File: config.mk
export PLATFORM = sky130hd
export DESIGN_NAME = cam_capture_writer
export DESIGN_NICKNAME = d
export VERILOG_FILES = /design/src/rtl/cam_capture_writer.sv
export SDC_FILE = /design/constraint.sdc
export NUM_CORES = 1
export LEC_CHECK = 0
export CAP_MARGIN = 5
export CORE_ASPECT_RATIO = 1.2
export CORE_UTILIZATION = 45
export DETAILED_ROUTE_END_ITERATION = 8
export GPL_ROUTABILITY_DRIVEN = 0
export MAX_ROUTING_LAYER = met4
export PLACE_DENSITY = 0.69
export RECOVER_POWER = 25
export SLEW_MARGIN = 20
export SYNTH_ARGS = -nofsm -noshare
export SYNTH_HDL_FRONTEND = slang
export SYNTH_SLANG_ARGS = --single-unit
File: constraint.sdc
create_clock -name i_clk -period 2.47 [get_ports i_clk]
set_input_delay 0.741 -clock i_clk [delete_from_list [all_inputs] [get_ports i_clk]]
set_output_delay 0.741 -clock i_clk [all_outputs]
set_load 0.01 [all_outputs]
File: src/rtl/cam_capture_writer.sv
// Camera frame capture: decimates an 8-bit RGB565 byte stream and writes kept pixels to a FIFO.
// Define CAM_TEST_PATTERN_EN to replace camera data with a position-derived test pattern.
module cam_capture_writer #(
    parameter int H_STEP = 10,
    parameter int V_STEP = 7,
    parameter int OUT_W  = 64,
    parameter int OUT_H  = 64
) (
    input  logic        i_clk,
    input  logic        i_reset,
    input  logic        i_get,
    input  logic        i_vsync,
    input  logic        i_href,
    input  logic        i_pixValid,
    input  logic [7:0]  i_camData,
    input  logic        i_fifoFull,
    output logic        o_wrReqFifo,
    output logic [15:0] o_dataFifo,
    output logic        o_process,
    output logic        o_complete,
    output logic        o_overflow,
    output logic [12:0] o_pixelCount
);
    localparam int HC_W = (H_STEP > 1) ? $clog2(H_STEP) : 1;
    localparam int VC_W = (V_STEP > 1) ? $clog2(V_STEP) : 1;
    localparam int OC_W = $clog2(OUT_W + 1);
    localparam int OR_W = $clog2(OUT_H + 1);

    localparam logic [HC_W-1:0] H_LAST    = HC_W'(H_STEP - 1);
    localparam logic [VC_W-1:0] V_LAST    = VC_W'(V_STEP - 1);
    localparam logic [OC_W-1:0] OUT_W_LIM = OC_W'(OUT_W);
    localparam logic [OR_W-1:0] OUT_H_LIM = OR_W'(OUT_H);

    localparam logic [2:0] IDLE     = 3'd0;
    localparam logic [2:0] ARM      = 3'd1;
    localparam logic [2:0] WAIT_SOF = 3'd2;
    localparam logic [2:0] CAPTURE  = 3'd3;
    localparam logic [2:0] DONE     = 3'd4;

    logic [2:0]      state;
    logic            vsync_prev;
    logic            href_prev;
    logic            phase;
    logic            line_kept;
    logic [7:0]      hi_byte;
    logic [HC_W-1:0] col_mod;
    logic [VC_W-1:0] line_mod;
    logic [OC_W-1:0] out_col;
    logic [OR_W-1:0] out_row;

    logic            vsync_rise;
    logic            vsync_fall;
    logic            href_fall;
    logic            keep;
    logic [15:0]     pixel;
`ifdef CAM_TEST_PATTERN_EN
    logic [15:0]     col_ext;
    logic [15:0]     row_ext;
`endif

    always_comb begin
        vsync_rise = i_vsync & ~vsync_prev;
        vsync_fall = ~i_vsync & vsync_prev;
        href_fall  = ~i_href & href_prev;
        keep       = i_href && i_pixValid && phase &&
                     (col_mod == '0) && (line_mod == '0) &&
                     (out_col < OUT_W_LIM) && (out_row < OUT_H_LIM);
        o_process  = (state == ARM) || (state == WAIT_SOF) || (state == CAPTURE);
`ifdef CAM_TEST_PATTERN_EN
        col_ext    = 16'(out_col);
        row_ext    = 16'(out_row);
        pixel      = {col_ext[4:0], row_ext[5:0], col_ext[4:0]};
`else
        pixel      = {hi_byte, i_camData};
`endif
    end

    // High byte holder is pure data; it is always rewritten before use.
    always_ff @(posedge i_clk) begin
        if (state == CAPTURE && i_href && i_pixValid && !phase)
            hi_byte <= i_camData;
    end

    always_ff @(posedge i_clk) begin
        if (i_reset) begin
            state        <= IDLE;
            vsync_prev   <= 1'b0;
            href_prev    <= 1'b0;
            phase        <= 1'b0;
            line_kept    <= 1'b0;
            col_mod      <= '0;
            line_mod     <= '0;
            out_col      <= '0;
            out_row      <= '0;
            o_wrReqFifo  <= 1'b0;
            o_dataFifo   <= 16'd0;
            o_complete   <= 1'b0;
            o_overflow   <= 1'b0;
            o_pixelCount <= 13'd0;
        end else begin
            vsync_prev  <= i_vsync;
            href_prev   <= i_href;
            o_wrReqFifo <= 1'b0;
            case (state)
                IDLE, DONE: begin
                    if (i_get) begin
                        state        <= ARM;
                        o_complete   <= 1'b0;
                        o_overflow   <= 1'b0;
                        o_pixelCount <= 13'd0;
                        phase        <= 1'b0;
                        line_kept    <= 1'b0;
                        col_mod      <= '0;
                        line_mod     <= '0;
                        out_col      <= '0;
                        out_row      <= '0;
                    end
                end
                ARM: begin
                    // Waiting for vsync high guarantees we never start inside a running frame.
                    if (i_vsync)
                        state <= WAIT_SOF;
                end
                WAIT_SOF: begin
                    if (vsync_fall) begin
                        state     <= CAPTURE;
                        phase     <= 1'b0;
                        line_kept <= 1'b0;
                        col_mod   <= '0;
                        line_mod  <= '0;
                        out_col   <= '0;
                        out_row   <= '0;
                    end
                end
                CAPTURE: begin
                    if (out_row == OUT_H_LIM || vsync_rise) begin
                        state      <= DONE;
                        o_complete <= 1'b1;
                        phase      <= 1'b0;
                    end else if (!i_href) begin
                        phase   <= 1'b0;
                        col_mod <= '0;
                        if (href_fall) begin
                            line_mod  <= (line_mod == V_LAST) ? '0 : line_mod + 1'b1;
                            out_col   <= '0;
                            line_kept <= 1'b0;
                            if (line_kept)
                                out_row <= out_row + 1'b1;
                        end
                    end else if (i_pixValid) begin
                        phase <= ~phase;
                        if (phase) begin
                            col_mod <= (col_mod == H_LAST) ? '0 : col_mod + 1'b1;
                            if (keep) begin
                                // A dropped pixel still consumes its output slot.
                                out_col   <= out_col + 1'b1;
                                line_kept <= 1'b1;
                                if (i_fifoFull) begin
                                    o_overflow <= 1'b1;
                                end else begin
                                    o_wrReqFifo  <= 1'b1;
                                    o_dataFifo   <= pixel;
                                    o_pixelCount <= o_pixelCount + 13'd1;
                                end
                            end
                        end
                    end
                end
                default: state <= IDLE;
            endcase
        end
    end
endmodule

==> impl_metrics.env, run 1 <==
export IMPL_synthTopCellsByCount="61 x nand2_1, 60 x dfxtp_1, 38 x a21oi_1"
export IMPL_grt_overflow_total=0
export IMPL_cts_htree_levels=3
export IMPL_yosysTopAreaCellShare_pct=38.6
export IMPL_coreArea_um2=6570
export IMPL_antenna_found_initial=0
export IMPL_yosysMostFrequentCell="nand2_1"
export IMPL_synth_avg_cell_area_um2=8.53
export IMPL_cts_tree="done"
export IMPL_maxCapViolations=0
export IMPL_dieWidth_um=77.9
export IMPL_wl_um=8040
export IMPL_yosys_most_used_dff="dfxtp_1"
export IMPL_final_cells=540
export IMPL_critical_path_class="primary input to flop"
export IMPL_fin_area_um2=4150
export IMPL_drtPass1Iterations=4
export IMPL_max_stage_delay_ns=0.51
export IMPL_finalClockSkew_ns=0.00929
export IMPL_fmax_mhz=420
export IMPL_hold_path_class="flop to flop"
export IMPL_crit_path_cell_trace="clkdlybuf4s50_1 -> and4bb_2 -> nand4_1 -> or3_4 -> or4_1 -> a21oi_1"
export IMPL_grt_max_degree=26
export IMPL_worstMarginPinSlew_ns=0.689
export IMPL_wire_per_inst_um=14.9
export IMPL_status="complete, no violations"
export IMPL_clk_pin_slew_worst_paths_ns=0.08
export IMPL_ant_nets=0
export IMPL_syn2layout_area_growth_pct=33.4
export IMPL_numCtsBuffers=9
export IMPL_rsz0062_at_grt="false"
export IMPL_synth_top_area_cell="dfxtp_1"
export IMPL_via_per_inst=5.56
export IMPL_slew_headroom_pct=54.1
export IMPL_dp_cells=524
export IMPL_detailed_place_area_um2=3950
export IMPL_ios=48
export IMPL_drc=0
export IMPL_root_buffer="clkbuf_8"
export IMPL_maxSlewViolCount=0
export IMPL_setup_slack_ns=0.0903
export IMPL_grtUsageTotal_pct=24.1
export IMPL_initial_utilization_pct=47.4
export IMPL_endpoint_kind="flop"
export IMPL_num_rows=32
export IMPL_clockBufferDepth=2
export IMPL_synthCells=365
export IMPL_n_antenna_cell=0
export IMPL_yosys_cell_types_count=48
export IMPL_period_needed_ns=2.38
export IMPL_ys_seq_area_share_pct=46.3
export IMPL_worst_skew_pair_late_latency_ns=0.35
export IMPL_ir_drop_mv=0.254
export IMPL_drt_initial_drc_count=193
export IMPL_grt_first_pass_wirelength_um=13200
export IMPL_dp_hpwl_um=5770
export IMPL_yosysWarnings=0
export IMPL_die_h_um=93.1
export IMPL_synthArstFlopShare_pct=0
export IMPL_cp_data_required_time_ns=2.76
export IMPL_dieArea_um2=7250
export IMPL_start_kind="primary input"
export IMPL_portBuffers=47
export IMPL_cp_data_arrival_time_ns=2.67
export IMPL_grt_pass1_vias=2811
export IMPL_final_period_utilization_pct=96.3
export IMPL_netlist_area_um2=3110
export IMPL_setup_viol=0
export IMPL_ys_top_cells_by_area="dfxtp_1 39%, edfxtp_1 7.7%, nand2_1 7.4%"
export IMPL_final_net_count=472
export IMPL_hold_viol_final=0
export IMPL_critical_path_max_fanout=4
export IMPL_p_per_area_nw_per_um2=535
export IMPL_ys_ff_latch=68
export IMPL_drive_gt1_share_pct=14.9
export IMPL_dp_slack_ns=-0.375
export IMPL_syn_num_nets=387
export IMPL_synth_edf_count=8
export IMPL_num_vias=3004
export IMPL_power_leakage_nw=1.55
export IMPL_cts_sinks=68
export IMPL_worst_path_max_delay_cell="clkdlybuf4s50_1"
==> area by class of cell <==
type / instances / area (um2)
Multi-Input combinational cell: 268 / 1570
Timing Repair Buffer: 90 / 782
Clock buffer: 9 / 124
Tap cell: 85 / 106
Inverter: 13 / 48.8
Clock inverter: 7 / 75.1
Sequential cell: 68 / 1440
Fill cell: 593 / 2410
==> power breakdown <==
part	internal [W]	total, W	switching [W]
Clock	0.000473	0.000926	0.000454
Combinational	0.0000747	0.000167	0.0000922
Sequential	0.00112	0.00113	0.00000498
==> metal layers <==
layer | routed length, um | up-vias | part of all wire [%] | global-route usage (%)
li1 | - | 1504 | - | -
met1 | 3450 | 1400 | 43 | 28.1
met2 | 4040 | 81 | 50 | 39.8
met3 | 351 | 19 | 4.4 | 4.49
met4 | 193 | 0 | 2.4 | 11.9
met5 | 0 | - | 0 | -
==> sequential cells by signal, summed over array words and instances (netlist names) <==
| name | count |
|---|---|
| col_mod | 4 |
| hi_byte | 8 |
| href_prev | 1 |
| line_kept | 1 |
| line_mod | 3 |
| o_complete | 1 |
| o_dataFifo | 16 |
| o_overflow | 1 |
| o_pixelCount | 13 |
| o_wrReqFifo | 1 |
| out_col | 7 |
| out_row | 7 |
| phase | 1 |
| state | 3 |
| vsync_prev | 1 |
==> stage by stage <==
stage	util [%]	total power [W]	TNS, ns	hold slack (ns)
5_1_grt	63.2	0.00229	0	0.473
3_5_place_dp	60.1	0.00132	-9.38	0.445
2_1_floorplan	-	0.00123	0	0.461
4_1_cts	63.1	0.00224	0	0.455
3_3_place_gp	60.1	0.00132	-8.17	0.437
6_report	63.2	0.00222	0	0.451
==> repair_timing <==
action,4_1_cts,5_1_grt
buffers inserted,0,0
endpoints found under the hold margin,0,0
hold buffers,0,0
gates resized for setup,0,5
endpoints found under the setup margin,0,13
==> critical path, delay by kind of cell <==
kind / cells / cell delay (ns)
buffers and inverters: 1 / 0.51
and+or+nand+nor: 4 / 1.27
AOI/OAI and AO/OA: 1 / 0.15
==> final timing paths <==
path	start	endpoint	slack [ns]	cells past startpoint
worst max-delay path	i_href	o_pixelCount[7]	0.09	6
worst min-delay path	o_dataFifo[7]	o_dataFifo[7]	0.45	2
worst max register to register	out_row[0]	o_pixelCount[9]	0.26	7
worst min register to register	o_dataFifo[7]	o_dataFifo[7]	0.45	2
==> cells by family (layout without fill, tap and decap cells) <==
logic type / after synthesis / after routing / share of synthesized area [%]
fa+ha+maj: 7 / 7 / 2.81
flops: 68 / 68 / 46.3
simple gates: 163 / 163 / 26.5
mux: 1 / 1 / 0.362
buf+inv: 29 / 119 / 3.66
xor+xnor: 2 / 2 / 0.563
compound gates: 95 / 95 / 19.8
==> layout by cell type, fill, tap and decap left out, drive strengths merged, types with 4 or more instances in the layout <==
cell / instances
o31ai: 7
clkbuf: 12
or3: 4
a31oi: 10
o21ai: 9
dlygate4sd3: 17
a21o: 4
inv: 15
a211oi: 4
a211o: 4
edfxtp: 8
or4: 10
nand2: 61
a21oi: 38
nand2b: 4
nand4: 9
nor2: 24
buf: 40
nand3: 22
nor2b: 4
clkdlybuf4s50: 30
clkinv: 4
dfxtp: 60
nor3: 9
ha: 7
(Power assumes the default switching activity.)
==> run 2: changes to the inputs <==
CORE_UTILIZATION = 53   (was 45)
PLACE_DENSITY = 0.9   (was 0.69)
==> run 2 against run 1 <==
Register-to-register slack about the same. Worst hold slack better by 0.0023 ns. Wire length up 6.3%. Non-clock buffer count down 5. Critical path depth up 2. Cell area down 0.75%. Power up 4.9%. Global-route usage up 5.2 points. Largest power group unchanged. Flip-flop and latch count unchanged. Highest routed layer unchanged. Largest cell class unchanged. Setup slack worse by 0.050 ns. Core utilization up 9.5 points.
==> impl_metrics.env, run 2 (synthesized netlist as in run 1, its figures left out) <==
export IMPL_via_per_inst=6.04
export IMPL_largest_reg_flops=16
export IMPL_dp_cells=514
export IMPL_p_per_area_nw_per_um2=565
export IMPL_drtPass1Iterations=6
export IMPL_maxCapViolations=0
export IMPL_wire_per_inst_um=16.1
export IMPL_root_buffer="clkbuf_8"
export IMPL_worst_skew_pair_late_latency_ns=0.36
export IMPL_grtUsageTotal_pct=29.3
export IMPL_top_register="o_dataFifo"
export IMPL_critical_path_class="primary input to flop"
export IMPL_crit_path_cell_trace="clkdlybuf4s50_1 -> nand2b_1 -> a211o_1 -> buf_4 -> a211oi_1 -> buf_4 -> nor4b_1 -> a211o_1"
export IMPL_reg_top3="o_dataFifo: 16 flops, o_pixelCount: 13 flops, hi_byte: 8 flops"
export IMPL_portBuffers=47
export IMPL_setup_viol=0
export IMPL_power_leakage_nw=1.53
export IMPL_drc=0
export IMPL_start_kind="primary input"
export IMPL_antenna_found_initial=0
export IMPL_coreArea_um2=5670
export IMPL_fmax_mhz=412
export IMPL_final_cells=530
export IMPL_ant_nets=0
export IMPL_dieArea_um2=6180
export IMPL_ios=48
export IMPL_cts_htree_levels=3
export IMPL_final_net_count=467
export IMPL_num_vias=3201
export IMPL_initial_utilization_pct=54.9
export IMPL_num_rows=30
export IMPL_final_period_utilization_pct=98.4
export IMPL_hold_viol_final=0
export IMPL_n_antenna_cell=0
export IMPL_ff2ff_setup_slack_ns=0.26
export IMPL_status="complete, no violations"
export IMPL_cts_hold_buf=0
export IMPL_cts_sinks=68
export IMPL_syn2layout_area_growth_pct=32.4
export IMPL_die_h_um=85.9
export IMPL_whs_ns=0.453
export IMPL_period_needed_ns=2.43
export IMPL_clockBufferDepth=2
export IMPL_postCtsSetupBuffers=0
export IMPL_clk_pin_slew_worst_paths_ns=0.08
export IMPL_slew_headroom_pct=57.2
export IMPL_cts_tree="done"
export IMPL_grt_first_pass_wirelength_um=13600
export IMPL_dieWidth_um=71.9
export IMPL_grt_overflow_total=0
export IMPL_wl_um=8550
export IMPL_cp_data_required_time_ns=2.72
export IMPL_worst_path_max_delay_cell="clkdlybuf4s50_1"
export IMPL_finalClockSkew_ns=0.0191
export IMPL_numCtsBuffers=9
export IMPL_ctsResizeCount=0
export IMPL_grt_max_degree=26
export IMPL_mostFrequentLayoutCells="61 x nand2_1, 60 x dfxtp_1, 38 x a21oi_1"
export IMPL_ir_drop_mv=0.355
export IMPL_max_stage_delay_ns=0.44
export IMPL_final_common_cell="nand2_1"
export IMPL_critical_path_max_fanout=4
export IMPL_worstMarginPinSlew_ns=0.643
export IMPL_maxSlewViolCount=0
export IMPL_hold_path_class="flop to flop"
export IMPL_n_fill_cell=406
export IMPL_drt_initial_drc_count=306
export IMPL_dp_hpwl_um=5800
export IMPL_endpoint_kind="flop"
export IMPL_cp_data_arrival_time_ns=2.68
export IMPL_drive_gt1_share_pct=12.4
export IMPL_grt_pass1_vias=2996
## run 2: cell count changes in the layout (fill, tap and decap cells not counted), sizes merged
cell           change
buf                -8
clkbuf             +3
dlygate4sd3        -2
bufinv             +1
clkdlybuf4s50      +1
dlymetal6s2s       +1
inv                -1
## run 2: power by group
group | internal, W | switching (W) | total, W
combinational | 0.0000688 | 0.0000965 | 0.000165
sequential | 0.00112 | 0.00000554 | 0.00113
clock | 0.000573 | 0.000462 | 0.00104
total | 0.00176 | 0.000564 | 0.00233
## run 2: path summary, 6_finish.rpt
kind,startpoint,cells past startpoint,end
max,i_vsync,8,out_col[5]
min,o_dataFifo[6],2,o_dataFifo[6]
max reg2reg,out_row[0],7,o_pixelCount[9]
min reg2reg,o_dataFifo[6],2,o_dataFifo[6]
## run 2: layout make-up
| class | instances | area (um2) | area share (%) |
|---|---|---|---|
| multi-input cells | 268 | 1570 | 38.1 |
| well taps | 80 | 100 | 2.43 |
| clock inverters | 7 | 98.8 | 2.40 |
| repair buffers | 85 | 739 | 17.9 |
| flip-flops and latches | 68 | 1440 | 35.0 |
| clock buffers | 9 | 124 | 3.01 |
| inverters | 13 | 48.8 | 1.18 |
## run 2: stage by stage
stage	power [W]	setup WS [ns]	TNS [ns]	cell area, um2	util (%)
finish	0.00233	0.0405	0	4120	72.7
global route	0.00240	-0.0501	-0.0501	4120	72.7
CTS	0.00233	0.0684	0	4130	72.8
detailed placement	0.00132	-0.279	-9.96	3900	68.9
global placement	0.00131	-0.259	-7.65	3900	68.9
floorplan	0.00123	0.221	0	3110	-
## run 2: metal layers
| metal | wire [um] | GRT usage, % | vias up |
|---|---|---|---|
| li1 | - | - | 1496 |
| met1 | 3410 | 32.4 | 1513 |
| met2 | 4290 | 49.1 | 152 |
| met3 | 492 | 5.99 | 40 |
| met4 | 356 | 16.0 | 0 |
| met5 | 0 | - | - |
## run 2: critical path, delay by kind of cell
kind / cells / cell delay [ns]
compound gates: 3 / 0.93
buf+inv: 3 / 0.78
simple gates: 2 / 0.21
